File: src/rtl/sd_page_arbiter.sv
// sd_page_arbiter
//   Arbitrates two byte-read requesters (port 0 = instruction fetch,
//   port 1 = data load) onto the single byte-wide SD page-cache port.
//   The winner's address is latched and presented with sd_enable until the
//   pager reports not-busy. The returned byte is captured and the requester
//   gets a one-cycle ack. A watchdog turns a stuck refill into a one-cycle
//   err pulse instead of hanging the CPU.
//
//   Optional build macro: SD_ARB_ROUND_ROBIN_EN
//     defined   : on simultaneous requests the port not equal to grant wins
//     undefined : fixed priority, port 0 wins
//
//   Ports
//     clk, reset            clock, synchronous active-high reset
//     req0/addr0            port 0 level request and byte address
//     ack0/rdata0/err0      port 0 done pulse, read data, timeout pulse
//     req1/addr1/ack1/rdata1/err1   same for port 1
//     sd_address/sd_enable  address and refill enable to the pager
//     sd_data_in/sd_busy    pager data and busy
//     grant                 port currently or last served
module sd_page_arbiter #(
  parameter int ADDR_WIDTH    = 24,
  parameter int SETTLE_CYCLES = 2,
  parameter int TIMEOUT_BITS  = 20
) (
  input  logic                  clk,
  input  logic                  reset,
  input  logic                  req0,
  input  logic [ADDR_WIDTH-1:0] addr0,
  output logic                  ack0,
  output logic [7:0]            rdata0,
  output logic                  err0,
  input  logic                  req1,
  input  logic [ADDR_WIDTH-1:0] addr1,
  output logic                  ack1,
  output logic [7:0]            rdata1,
  output logic                  err1,
  output logic [ADDR_WIDTH-1:0] sd_address,
  output logic                  sd_enable,
  input  logic [7:0]            sd_data_in,
  input  logic                  sd_busy,
  output logic                  grant
);

  localparam int SW = (SETTLE_CYCLES > 1) ? $clog2(SETTLE_CYCLES) : 1;
  localparam logic [SW-1:0] SETTLE_LOAD = SW'(SETTLE_CYCLES - 1);
  localparam logic [SW-1:0] SETTLE_ONE  = {{(SW-1){1'b0}}, 1'b1};
  localparam logic [TIMEOUT_BITS-1:0] WD_ONE  = {{(TIMEOUT_BITS-1){1'b0}}, 1'b1};
  // Last busy cycle allowed: the increment taken here reaches all-ones.
  localparam logic [TIMEOUT_BITS-1:0] WD_LAST = {{(TIMEOUT_BITS-1){1'b1}}, 1'b0};

  typedef enum logic [1:0] {IDLE, SETTLE, WAIT, DONE} state_t;

  state_t                  state_r, state_s;
  logic [ADDR_WIDTH-1:0]   addr_r, addr_s;
  logic                    enable_r, enable_s;
  logic                    grant_r, grant_s;
  logic                    ack0_r, ack0_s, ack1_r, ack1_s;
  logic                    err0_r, err0_s, err1_r, err1_s;
  logic [7:0]              rdata0_r, rdata0_s, rdata1_r, rdata1_s;
  logic [SW-1:0]           settle_r, settle_s;
  logic [TIMEOUT_BITS-1:0] wdog_r, wdog_s;
  logic                    pick_s;

  // Arbitration: which port wins if a request is seen in IDLE.
  always_comb begin
    pick_s = 1'b0;
`ifdef SD_ARB_ROUND_ROBIN_EN
    if (req0 && req1) begin
      pick_s = ~grant_r;
    end else if (req1) begin
      pick_s = 1'b1;
    end else begin
      pick_s = 1'b0;
    end
`else
    if (req0) begin
      pick_s = 1'b0;
    end else begin
      pick_s = 1'b1;
    end
`endif
  end

  // Next-state and next-output logic for the service FSM.
  always_comb begin
    state_s  = state_r;
    addr_s   = addr_r;
    enable_s = enable_r;
    grant_s  = grant_r;
    ack0_s   = 1'b0;
    ack1_s   = 1'b0;
    err0_s   = 1'b0;
    err1_s   = 1'b0;
    rdata0_s = rdata0_r;
    rdata1_s = rdata1_r;
    settle_s = settle_r;
    wdog_s   = wdog_r;
    case (state_r)
      IDLE: begin
        wdog_s = {TIMEOUT_BITS{1'b0}};
        if (req0 || req1) begin
          grant_s  = pick_s;
          addr_s   = pick_s ? addr1 : addr0;
          enable_s = 1'b1;
          settle_s = SETTLE_LOAD;
          state_s  = SETTLE;
        end else begin
          enable_s = 1'b0;
          state_s  = IDLE;
        end
      end
      SETTLE: begin
        // Address held long enough for the pager to decide hit or miss.
        enable_s = 1'b1;
        if (settle_r == {SW{1'b0}}) begin
          state_s = WAIT;
        end else begin
          settle_s = settle_r - SETTLE_ONE;
        end
      end
      WAIT: begin
        if (!sd_busy) begin
          enable_s = 1'b0;
          state_s  = DONE;
          if (grant_r) begin
            rdata1_s = sd_data_in;
            ack1_s   = 1'b1;
          end else begin
            rdata0_s = sd_data_in;
            ack0_s   = 1'b1;
          end
        end else if (wdog_r == WD_LAST) begin
          // Card not responding: give up, leave rdata untouched.
          wdog_s   = wdog_r + WD_ONE;
          enable_s = 1'b0;
          state_s  = DONE;
          if (grant_r) begin
            err1_s = 1'b1;
          end else begin
            err0_s = 1'b1;
          end
        end else begin
          wdog_s   = wdog_r + WD_ONE;
          enable_s = 1'b1;
        end
      end
      DONE: begin
        // One quiet cycle lets the requester drop or renew its request.
        wdog_s   = {TIMEOUT_BITS{1'b0}};
        enable_s = 1'b0;
        state_s  = IDLE;
      end
      default: begin
        enable_s = 1'b0;
        state_s  = IDLE;
      end
    endcase
  end

  // State and output registers.
  always_ff @(posedge clk) begin
    if (reset) begin
      state_r  <= IDLE;
      addr_r   <= {ADDR_WIDTH{1'b0}};
      enable_r <= 1'b0;
      grant_r  <= 1'b1;
      ack0_r   <= 1'b0;
      ack1_r   <= 1'b0;
      err0_r   <= 1'b0;
      err1_r   <= 1'b0;
      rdata0_r <= 8'h00;
      rdata1_r <= 8'h00;
      settle_r <= {SW{1'b0}};
      wdog_r   <= {TIMEOUT_BITS{1'b0}};
    end else begin
      state_r  <= state_s;
      addr_r   <= addr_s;
      enable_r <= enable_s;
      grant_r  <= grant_s;
      ack0_r   <= ack0_s;
      ack1_r   <= ack1_s;
      err0_r   <= err0_s;
      err1_r   <= err1_s;
      rdata0_r <= rdata0_s;
      rdata1_r <= rdata1_s;
      settle_r <= settle_s;
      wdog_r   <= wdog_s;
    end
  end

  assign sd_address = addr_r;
  assign sd_enable  = enable_r;
  assign grant      = grant_r;
  assign ack0       = ack0_r;
  assign ack1       = ack1_r;
  assign err0       = err0_r;
  assign err1       = err1_r;
  assign rdata0     = rdata0_r;
  assign rdata1     = rdata1_r;

endmodule

File: config.mk
export PLATFORM = sky130hd
export DESIGN_NAME = sd_page_arbiter
export DESIGN_NICKNAME = d
export VERILOG_FILES = /design/src/rtl/sd_page_arbiter.sv
export SDC_FILE = /design/constraint.sdc
export NUM_CORES = 1
export LEC_CHECK = 0
export CAP_MARGIN = 20
export CORE_MARGIN = 5
export CORE_UTILIZATION = 30
export CTS_BUF_LIST = sky130_fd_sc_hd__clkbuf_8
export CTS_CLUSTER_DIAMETER = 80
export DETAILED_ROUTE_END_ITERATION = 10
export GPL_TIMING_DRIVEN = 0
export SKIP_CTS_REPAIR_TIMING = 1
export SYNTH_ARGS = -nofsm -noshare
export SYNTH_HDL_FRONTEND = slang
export SYNTH_SLANG_ARGS = --single-unit
File: constraint.sdc
create_clock -name clk -period 3.1 [get_ports clk]
set_clock_uncertainty 0.15 [all_clocks]
set_input_delay 0.465 -clock clk [delete_from_list [all_inputs] [get_ports clk]]
set_output_delay 0.465 -clock clk [all_outputs]
set_load 0.05 [all_outputs]
Word-level counts from Yosys, hierarchy flattened
Cells that the tools add are included.

word-level totals
  logic and storage cells = 57
  register bits = 69

operators by class
  bitwise operators = 4
  muxes and demuxes = 18
  reduce and logical (&&, ||, !) cells = 13
  $add $sub $neg = 2
  eq/ne operators = 8

operators by type and width
  cell                                                                   count
  20-bit one-hot mux with 2 select lines                                 1
  24-bit 2-to-1 mux                                                      1
  20-bit by 1-bit adder with 20-bit output, second input constant        1
  20-bit equality test, second input constant                            1
  20-bit 2-to-1 mux                                                      1
  1-bit 2-to-1 mux                                                       9
  2-bit one-hot mux with 4 select lines                                  1
  2-bit AND reduction                                                    4
  2-bit 2-to-1 mux                                                       3
  2-bit inequality test, second input constant                           3
  3-bit AND reduction                                                    2
  2-bit equality test, second input constant                             2
  1-bit NOT                                                              4
  1-bit one-hot mux with 4 select lines                                  1
  2-bit nonzero test                                                     2
  4-bit OR reduction                                                     1
  3-bit inequality test, second input constant                           1
  3-bit OR reduction                                                     1
  2-bit by 1-bit equality test with 1-bit output, second input constant  1
  2-bit zero test                                                        1
  1-bit one-hot mux with 2 select lines                                  1
  2-bit OR reduction                                                     1
  1-bit logical OR                                                       1
  1-bit subtractor, second input constant                                1

Depth between registers and ports, before layout
Gate-level depths: netlist (run 1).

  depth in word-level cells = 4
  mapped depth = 9
  depth with buffers taken out = 6

Least setup slack after synthesis (run 1)
No wires, ideal clock.

  path type = reg-to-reg
  start = register state_r[0]
  end = register wdog_r[15]
  cell stages (with the launch flop) = 7
  path slack = 1061 ps
  arrival = 1818 ps
  data required time = 2879 ps
  cells stage by stage = dfxtp_1 > inv_1 > ha_1 > nor2_2 > o2111ai_4 > or4_1 > a21oi_1

on the way
  longest elaborated chain between the ends = 4

RTL lines
  what                                                    RTL line  text
  start: declaration                                      54        state_t state_r, state_s;
  start signal: assignment                                177       state_r <= state_s;
  2-bit equality test or 2-bit zero test (tied branches)  99        case (state_r)
  2-bit OR reduction (no line)                            -
  2-bit nonzero test (no line)                            -
  2-bit AND reduction (no line)                           -
  end signal: assignment                                  175       wdog_r <= {TIMEOUT_BITS{1'b0}};
  end signal: assignment                                  188       wdog_r <= wdog_s;
  end: declaration                                        62        logic [TIMEOUT_BITS-1:0] wdog_r, wdog_s;

Parallel ways exist; a longest one is shown, timed or not.
A chain may end at the register's enable or synchronous reset.

Final worst setup path (run 1)
  start = register state_r[0]
  end = register wdog_r[8]

The elaborated chain is that of the path after synthesis.

==> out/metrics.cfg, run 1 <==
[timing]
layout_setup_ws_ns=0.762
hold_viol=0
slew_headroom=0.513
period_minus_slack_ns=2.34
holdWs_ns=0.313
setup_violations=0
max_freq_mhz=428
fin_setup_tns_ns=0
fin_crit_sh=0.754
tightest_slew_ns=0.729
rsz0062_at_grt=no
maxSlewViolCount=0

[layout]
final_common_cell=clkdlybuf4s50_1
area_growth_pct=45.8
final_net_count=527
layout_common_cells=clkdlybuf4s50_1, dfxtp_1, nor2_1
diodes=0
drive_gt1_frac=0.0622
final_design_area_no_fill_um2=4500

[placed_design]
io_buffers=104
place_area_um2=4300
post-place-ws_ns=0.405
gp_congestion=0.765
dpl.hpwl_um=6650

[power]
p_per_area_nw_per_um2=743
ir_worst_vdd_mv=0.375
power_mw=3.34
power_leakage_nw=1.57

[critical_path]
crit_start=state_r[0]
regToRegStartpoint=state_r[0]
critPathBufInv=3
path_cells=inv_1 -> ha_1 -> buf_6 -> nor2b_1 -> o21bai_1 -> clkbuf_1 -> nor2_1
ff2ff_path_depth=7
critPathRequiredTime_ns=3.16
r2r_setup_slack_ns=0.76
cp.depth=7
rr_endpoint=wdog_r[8]
path_delay_family=buffers and inverters
cp_slowest_cell=o21bai_1
slowest_delay_ns=0.59
crit_path_end=wdog_r[8]
worstSetupPathType=reg -> reg
cp_max_fo=10
arrival_ns=2.39
start_kind=flip-flop
critPathCaptureType=flip-flop

[logic_synthesis]
synth_nets=412
yosysWarnings=0
ys_ff_latch=69
postSynthCellCount=346
synth-async-reset-ratio=0
synth_edf_count=0
synth_top_cell_area_share=0.448
synth.avg_cell_area_um2=8.91
yosysSeqAreaShare=0.448
synth-main-ff-cell=dfxtp_1
synth.largest_area_cell=dfxtp_1
syn_area_um2=3080
yosys-top-cells-area=dfxtp_1, mux2i_1, a211oi_1, a21oi_1, nor2_1
synthDistinctLibCells=42

[routing]
drt_iter0_drc=98
drtAntennaViolNets=0
vias=2886
wl_per_cell_um=14.3
drt_drc_violations_left=0
avgViaCountPerCell=4.79
detail_route.wirelength_um=8610
dr.pass1.iters=4

[min_path]
min_path_type=reg -> reg

[clock_tree]
clk_latency_ns=0.34
cts_root_buffer=clkbuf_8
clkTransAtPathRegs_ns=0.08
clock_sinks=69
tritoncts=done
htreeDepth=3
cts_made_buffers=9
cts_buffer_depth=2

[global_routing]
grt_start_max_net_pins=13
antenna_found_initial=0
grt_pass1_vias=3042
grt_use_total=0.144
gr-total-overflow=0
grt_pass1_wl_um=14700

[floorplanning]
ios=107
core-area_um2=10200
rows=37
initial_core_util=0.303
die_w_um=111
die_y_um=111
die-area_um2=12400

[job]
maxCapViolations=0

[status]
status=finished, final reports clean

[cells by family after synthesis]
kind of cell	synth area share
adder cells (fa/ha/maj)	0.0203
AO/OA/AOI/OAI	0.197
XOR/XNOR	0.0142
multiplexers	0.0876
AND/OR/NAND/NOR	0.186
flip-flops	0.448
buffers and inverters	0.0471
[layout make-up]
class	count	area, um2
flip-flops and latches	69	1380
fillers	1067	5690
clock inverters	6	62.6
repair buffers	104	1040
multi-input cells	246	1560
clock buffers	10	138
plain buffers	23	115
well taps	136	170
inverters	8	30.0
[stage by stage]
step / util / instances
after floorplan: - / 346
after global placement: 0.422 / 586
after detailed placement: 0.422 / 586
after CTS: 0.441 / 602
after global routing: 0.441 / 602
final: 0.441 / 602
[cells in the mapped netlist (2+ instances only)]
| master | n |
|---|---|
| o2111ai_1 | 2 |
| xnor2_1 | 2 |
| nand4_1 | 2 |
| or4_1 | 6 |
| inv_1 | 8 |
| nor2b_1 | 2 |
| o21ai_0 | 19 |
| clkbuf_1 | 14 |
| mux2i_1 | 27 |
| and4_1 | 5 |
| xor2_1 | 3 |
| a211oi_1 | 25 |
| buf_2 | 5 |
| or3_1 | 7 |
| o31ai_1 | 5 |
| a22oi_1 | 2 |
| nand3_1 | 13 |
| nand2b_1 | 3 |
| a21oi_1 | 35 |
| buf_6 | 3 |
| nand2_1 | 27 |
| ha_1 | 5 |
| nor2_1 | 36 |
| dfxtp_1 | 69 |
| and2_1 | 3 |
| and3_1 | 2 |
[report_power, final]
part / switching (mW) / internal (mW) / leakage, nW
combinational: 0.963 / 0.489 / 0.903
clock: 0.347 / 0.392 / 0.100
sequential: 0.0974 / 1.05 / 0.564
[tightest hold or removal path, cell delays in order (launching register included)]
cell	delay, ns
dfxtp_1	0.32
nand2_1	0.05
a21oi_1	0.05
[worst min-delay path by stage]
stage | start | cells past startpoint | endpoint | slack [ns]
after floorplan | wdog_r[9] | 2 | wdog_r[9] | 0.30
after global placement | rdata1[3] | 2 | rdata1[3] | 0.29
after detailed placement | rdata1[2] | 2 | rdata1[2] | 0.30
after CTS | rdata1[2] | 2 | rdata1[2] | 0.31
after global routing | rdata1[4] | 2 | rdata1[4] | 0.35
final | rdata1[2] | 2 | rdata1[2] | 0.31
[state kept, by name, indices dropped and copies added (netlist names)]
name and flops:
grant 1, rdata1 8, settle_r 1, wdog_r 20
state_r 2, rdata0 8, sd_address 24, ack1 1
ack0 1, sd_enable 1, err0 1, err1 1
[layer usage]
metal  vias up  global-route usage  share of wire
li1       1471                   -              -
met1      1308               0.169           0.44
met2        96               0.232           0.46
met3        11              0.0609          0.091
met4         0              0.0576          0.016
met5         -                   0              0
Note: power is estimated with default switching activity, not from simulation.
==> run 2, diff against run 1 <==
==> constraint.sdc (replaced) <==
create_clock -name clk -period 2.45 [get_ports clk]
set_clock_uncertainty 0.15 [all_clocks]
set_input_delay 0.3675 -clock clk [delete_from_list [all_inputs] [get_ports clk]]
set_output_delay 0.3675 -clock clk [all_outputs]
set_load 0.05 [all_outputs]
==> run 2 against run 1 <==
  * Clock-buffer cell count unchanged
  * Die area unchanged
  * Register-to-register slack got worse by 0.54 ns
  * Largest cell class unchanged
==> out/metrics.cfg, run 2 (synthesis results as in run 1) <==
[clock_tree]
cts_made_buffers=9  ; unchanged
clock_sinks=69  ; unchanged
clk_latency_ns=0.34  ; about the same
cts_buffer_depth=2  ; unchanged
tritoncts=done  ; unchanged
cts_root_buffer=clkbuf_8  ; unchanged
htreeDepth=3  ; unchanged
clkTransAtPathRegs_ns=0.08  ; about the same

[placed_design]
io_buffers=104  ; unchanged
gp_congestion=0.765  ; unchanged
post-place-ws_ns=-0.148  ; was 0.405 ns
dpl.hpwl_um=6650  ; unchanged

[critical_path]
slowest_delay_ns=0.55  ; was 0.59 ns
path_delay_family=simple AND/OR/NAND/NOR gates  ; was buffers and inverters
critPathBufInv=1  ; was 3
worstSetupPathType=reg -> reg  ; unchanged
cp_slowest_cell=or4_1  ; was o21bai_1
start_kind=flip-flop  ; unchanged
critPathCaptureType=flip-flop  ; unchanged
cp_max_fo=7  ; was 10
path_cells=inv_1 -> ha_1 -> nor2_4 -> o2111ai_4 -> or4_1 -> a21oi_1  ; was inv_1 -> ha_1 -> buf_6 -> nor2b_1 -> o21bai_1 -> clkbuf_1 -> nor2_1
arrival_ns=2.34  ; was 2.39 ns
critPathRequiredTime_ns=2.56  ; was 3.16 ns

[timing]
fin_crit_sh=0.908  ; was 0.754
tightest_slew_ns=0.584  ; was 0.729 ns
rsz0062_at_grt=no  ; unchanged
slew_headroom=0.609  ; was 0.513
fin_setup_tns_ns=0  ; unchanged
hold_viol=0  ; unchanged
period_minus_slack_ns=2.22  ; was 2.34 ns
maxSlewViolCount=0  ; unchanged
setup_violations=0  ; unchanged
holdWs_ns=0.313  ; about the same
layout_setup_ws_ns=0.226  ; was 0.762 ns
max_freq_mhz=450  ; was 428 MHz

[routing]
drtAntennaViolNets=0  ; unchanged
drt_iter0_drc=93  ; was 98
wl_per_cell_um=14.3  ; about the same
dr.pass1.iters=4  ; unchanged
avgViaCountPerCell=4.80  ; was 4.79
vias=2891  ; was 2886
drt_drc_violations_left=0  ; unchanged
detail_route.wirelength_um=8620  ; was 8610 um

[layout]
largest_reg_flops=24  ; unchanged
area_growth_pct=46.0  ; was 45.8%
diodes=0  ; unchanged
n_fill_cell=1069  ; was 1067
final_common_cell=clkdlybuf4s50_1  ; unchanged
layout_common_cells=clkdlybuf4s50_1, dfxtp_1, nor2_1  ; unchanged
final_net_count=527  ; unchanged
drive_gt1_frac=0.0644  ; was 0.0622

[global_routing]
grt_use_total=0.144  ; unchanged
grt_pass1_vias=3042  ; unchanged
grt_pass1_wl_um=14700  ; unchanged
antenna_found_initial=0  ; unchanged
grt_start_max_net_pins=13  ; unchanged
gr-total-overflow=0  ; unchanged

[floorplanning]
core-area_um2=10200  ; unchanged
die-area_um2=12400  ; unchanged
die_w_um=111  ; unchanged
ios=107  ; unchanged
die_y_um=111  ; unchanged
rows=37  ; unchanged
initial_core_util=0.303  ; unchanged

[power]
seq_power_share=0.342  ; was 0.344
p_per_area_nw_per_um2=941  ; was 743 nW/um2
clkPwrFrac=0.221  ; about the same
ir_worst_vdd_mv=0.475  ; was 0.375 mV
internal-power_mw=2.45  ; was 1.93 mW
power_mw=4.24  ; was 3.34 mW
power_leakage_nw=1.57  ; about the same
swShare=0.422  ; about the same
p_sw_mw=1.79  ; was 1.41 mW
comb_power_share=0.437  ; was 0.435

[status]
status=finished, final reports clean  ; unchanged

[min_path]
min_path_type=reg -> reg  ; unchanged

[job]
maxCapViolations=0  ; unchanged

[run 2: cell types whose count changed in the layout (fill, tap and decap cells not counted)]
| cell | before | now |
|---|---|---|
| nor2_2 | 1 | 0 |
| nor2_4 | 0 | 1 |
| o21bai_1 | 1 | 0 |
| o21bai_2 | 0 | 1 |
[run 2: area by class of cell]
cell class	instances	area [um2]	area share
multi-input combinational	246	1570	0.348
sequential	69	1380	0.307
timing repair buffer	104	1040	0.231
tap	136	170	0.0378
clock buffer	10	138	0.0306
buffer	23	115	0.0256
clock inverter	6	62.6	0.0139
inverter	8	30.0	0.00667
[run 2: metrics by stage]
step / std cells / util / cell area [um2]
after global routing: 602 / 0.442 / 4500
after floorplan: 346 / - / 3080
final: 602 / 0.442 / 4500
after global placement: 586 / 0.422 / 4300
after detailed placement: 586 / 0.422 / 4300
after CTS: 602 / 0.441 / 4500
[run 2: worst paths after layout]
path | startpoint | slack, ns | endpoint | cells after the start
worst min-delay path | rdata1[4] | 0.31 | rdata1[4] | 2
worst min register to register | rdata1[4] | 0.31 | rdata1[4] | 2
worst max register to register | state_r[0] | 0.23 | wdog_r[19] | 6
worst max-delay path | state_r[0] | 0.23 | wdog_r[19] | 6
[run 2: power by group through the flow]
stage                     Combinational [mW]  Sequential, mW  Clock, mW
after floorplan                        0.561            2.10          0
after global placement                  1.85            1.46          0
after detailed placement                1.86            1.47          0
after CTS                               1.86            1.45      0.971
after global routing                    2.00            1.48       1.02
final                                   1.85            1.45      0.935
[run 2: tightest hold or removal path, stage by stage (launching register included)]
cell and delay [ns]:
dfxtp_1 0.32, nand2_1 0.05, a21oi_1 0.05
[run 2: layer usage]
layer | track usage | routed length (um)
met4 | 0.0576 | 164
met3 | 0.0609 | 785
met2 | 0.232 | 3920
met5 | 0 | 0
met1 | 0.169 | 3760
==> run 3, diff against run 2 <==
--- a/config.mk
+++ b/config.mk
@@ -6,10 +6,12 @@
 export NUM_CORES = 1
 export LEC_CHECK = 0
 export CAP_MARGIN = 20
+export CORE_ASPECT_RATIO = 0.5
 export CORE_MARGIN = 5
 export CORE_UTILIZATION = 30
 export CTS_BUF_LIST = sky130_fd_sc_hd__clkbuf_8
 export CTS_CLUSTER_DIAMETER = 80
+export CTS_CLUSTER_SIZE = 40
 export DETAILED_ROUTE_END_ITERATION = 10
 export GPL_TIMING_DRIVEN = 0
 export SKIP_CTS_REPAIR_TIMING = 1
==> constraint.sdc (replaced) <==
create_clock -name clk -period 2.2 [get_ports clk]
set_clock_uncertainty 0.15 [all_clocks]
set_input_delay 0.33 -clock clk [delete_from_list [all_inputs] [get_ports clk]]
set_output_delay 0.33 -clock clk [all_outputs]
set_load 0.05 [all_outputs]
==> run 3 against run 2 <==
  * Clock power is 44% higher
  * Sequential power increased by 10%
  * Register-to-register slack worse by 0.10 ns
  * Cell area up 1.8%
  * Non-clock buffer count unchanged
  * Critical path depth stayed put
  * Combinational power increased by 13%
  * Hold slack got worse by 0.017 ns
  * Via count decreased by 1.6%
  * Critical path type unchanged
  * Largest cell class unchanged
  * Largest power group unchanged
==> out/metrics.cfg, run 3 (synthesis results as in run 1) <==
[layout]
diodes=0  ; unchanged
n_fill_cell=986  ; was 1069
largest_reg_flops=24  ; unchanged
layout_common_cells=clkdlybuf4s50_1, dfxtp_1, a21oi_1, nor2_1  ; was clkdlybuf4s50_1, dfxtp_1, nor2_1
drive_gt1_frac=0.0773  ; was 0.0644
multi_input_area_um2=1580  ; was 1570 um2
final_common_cell=clkdlybuf4s50_1  ; unchanged
area_growth_pct=48.6  ; was 46.0%
register_area_um2=1380  ; unchanged
final_design_area_no_fill_um2=4580  ; was 4500 um2
utilization=0.453  ; was 0.442
final_net_count=527  ; unchanged

[min_path]
min_path_type=in -> reg  ; was reg -> reg
holdPathStages=3  ; was 2

[power]
comb_power_share=0.415  ; was 0.437
power_mw=5.04  ; was 4.24 mW
power_leakage_nw=1.60  ; was 1.57 nW
internal-power_mw=3.06  ; was 2.45 mW
p_per_area_nw_per_um2=1100  ; was 941 nW/um2
p_sw_mw=1.98  ; was 1.79 mW
seq_power_share=0.318  ; was 0.342
swShare=0.393  ; was 0.422
clkPwrFrac=0.267  ; was 0.221
ir_worst_vdd_mv=0.461  ; was 0.475 mV

[routing]
avgViaCountPerCell=4.70  ; was 4.80
drtAntennaViolNets=0  ; unchanged
wl_per_cell_um=13.7  ; was 14.3 um
drt_drc_violations_left=0  ; unchanged
detail_route.wirelength_um=8320  ; was 8620 um
vias=2846  ; was 2891
dr.pass1.iters=4  ; unchanged
drt_iter0_drc=73  ; was 93

[global_routing]
antenna_found_initial=0  ; unchanged
grt_pass1_wl_um=13300  ; was 14700 um
grt-busiest-layer=met2  ; unchanged
grt_start_max_net_pins=13  ; unchanged
grtUsageMet2=0.228  ; was 0.232
gr-total-overflow=0  ; unchanged
grt_util_met1=0.156  ; was 0.169
grt_use_total=0.132  ; was 0.144
met3_usage=0.0474  ; was 0.0609
grt_pass1_vias=2728  ; was 3042

[clock_tree]
clkTransAtPathRegs_ns=0.07  ; was 0.08 ns
clock_sinks=69  ; unchanged
htreeDepth=3  ; unchanged
cts_made_buffers=9  ; unchanged
tritoncts=done  ; unchanged
clk_latency_ns=0.34  ; about the same
cts_buffer_depth=2  ; unchanged
cts_root_buffer=clkbuf_8  ; unchanged

[placed_design]
io_buffers=104  ; unchanged
dpl.hpwl_um=6340  ; was 6650 um
gp_congestion=0.738  ; was 0.765
place_area_um2=4300  ; about the same
post-place-ws_ns=-0.260  ; was -0.148 ns

[critical_path]
critPathRequiredTime_ns=2.33  ; was 2.56 ns
slowest_delay_ns=0.54  ; was 0.55 ns
path_cells=inv_1 -> ha_2 -> nor2_4 -> o2111ai_4 -> or4_1 -> a21oi_1  ; was inv_1 -> ha_1 -> nor2_4 -> o2111ai_4 -> or4_1 -> a21oi_1
cp.depth=6  ; unchanged
arrival_ns=2.20  ; was 2.34 ns
worstSetupPathType=reg -> reg  ; unchanged
start_kind=flip-flop  ; unchanged
cp_max_fo=7  ; unchanged
cp_slowest_cell=or4_1  ; unchanged
ff2ff_path_depth=6  ; unchanged
r2r_setup_slack_ns=0.12  ; was 0.23 ns
path_delay_family=simple AND/OR/NAND/NOR gates  ; unchanged
critPathCaptureType=flip-flop  ; unchanged
critPathBufInv=1  ; unchanged

[timing]
maxSlewViolCount=0  ; unchanged
tightest_slew_ns=0.537  ; was 0.584 ns
max_freq_mhz=481  ; was 450 MHz
setup_violations=0  ; unchanged
layout_setup_ws_ns=0.122  ; was 0.226 ns
holdWs_ns=0.296  ; was 0.313 ns
rsz0062_at_grt=no  ; unchanged
period_minus_slack_ns=2.08  ; was 2.22 ns
hold_viol=0  ; unchanged
fin_crit_sh=0.944  ; was 0.908
slew_headroom=0.641  ; was 0.609

[floorplanning]
die-area_um2=12500  ; was 12400 um2
ios=107  ; unchanged
rows=26  ; was 37
die_y_um=81.7  ; was 111 um
initial_core_util=0.305  ; was 0.303
die_w_um=153  ; was 111 um
core-area_um2=10100  ; was 10200 um2

[job]
maxCapViolations=0  ; unchanged

[status]
status=finished, final reports clean  ; unchanged

[run 3: worst register-to-register path, stage by stage (launching register included)]
cell and delay, ns:
dfxtp_1 0.36, inv_1 0.07, ha_2 0.35, nor2_4 0.18
o2111ai_4 0.21, or4_1 0.54, a21oi_1 0.14
[run 3: per-layer routing]
layer,share of wire,vias up
met5,0,-
met4,0.011,0
met3,0.056,6
met2,0.49,54
met1,0.44,1308
li1,-,1478
[run 3: cell type report]
| cell class | instances | area share |
|---|---|---|
| tap | 140 | 0.0382 |
| inverter | 8 | 0.00655 |
| clock buffer | 9 | 0.0270 |
| timing repair buffer | 105 | 0.229 |
| clock inverter | 7 | 0.0300 |
| buffer | 22 | 0.0246 |
| multi-input combinational | 246 | 0.344 |
| sequential | 69 | 0.301 |
[run 3: worst paths after layout]
check,startpoint,endpoint
max,state_r[0],wdog_r[15]
max reg2reg,state_r[0],wdog_r[15]
min,req0,sd_address[18]
min reg2reg,rdata1[2],rdata1[2]
[run 3: power by group through the flow]
| stage | Clock, mW | Sequential, mW | Combinational (mW) |
|---|---|---|---|
| final | 1.35 | 1.60 | 2.09 |
| after global routing | 1.45 | 1.63 | 2.23 |
| after CTS | 1.39 | 1.60 | 2.07 |
| after detailed placement | 0 | 1.63 | 2.07 |
| after global placement | 0 | 1.62 | 2.07 |
| after floorplan | 0 | 2.34 | 0.625 |
[run 3: through the flow]
stage / TNS, ns / instances
after floorplan: 0 / 346
after global placement: -3.40 / 590
after detailed placement: -4.07 / 590
after CTS: -1.91 / 606
after global routing: 0 / 606
final: 0 / 606
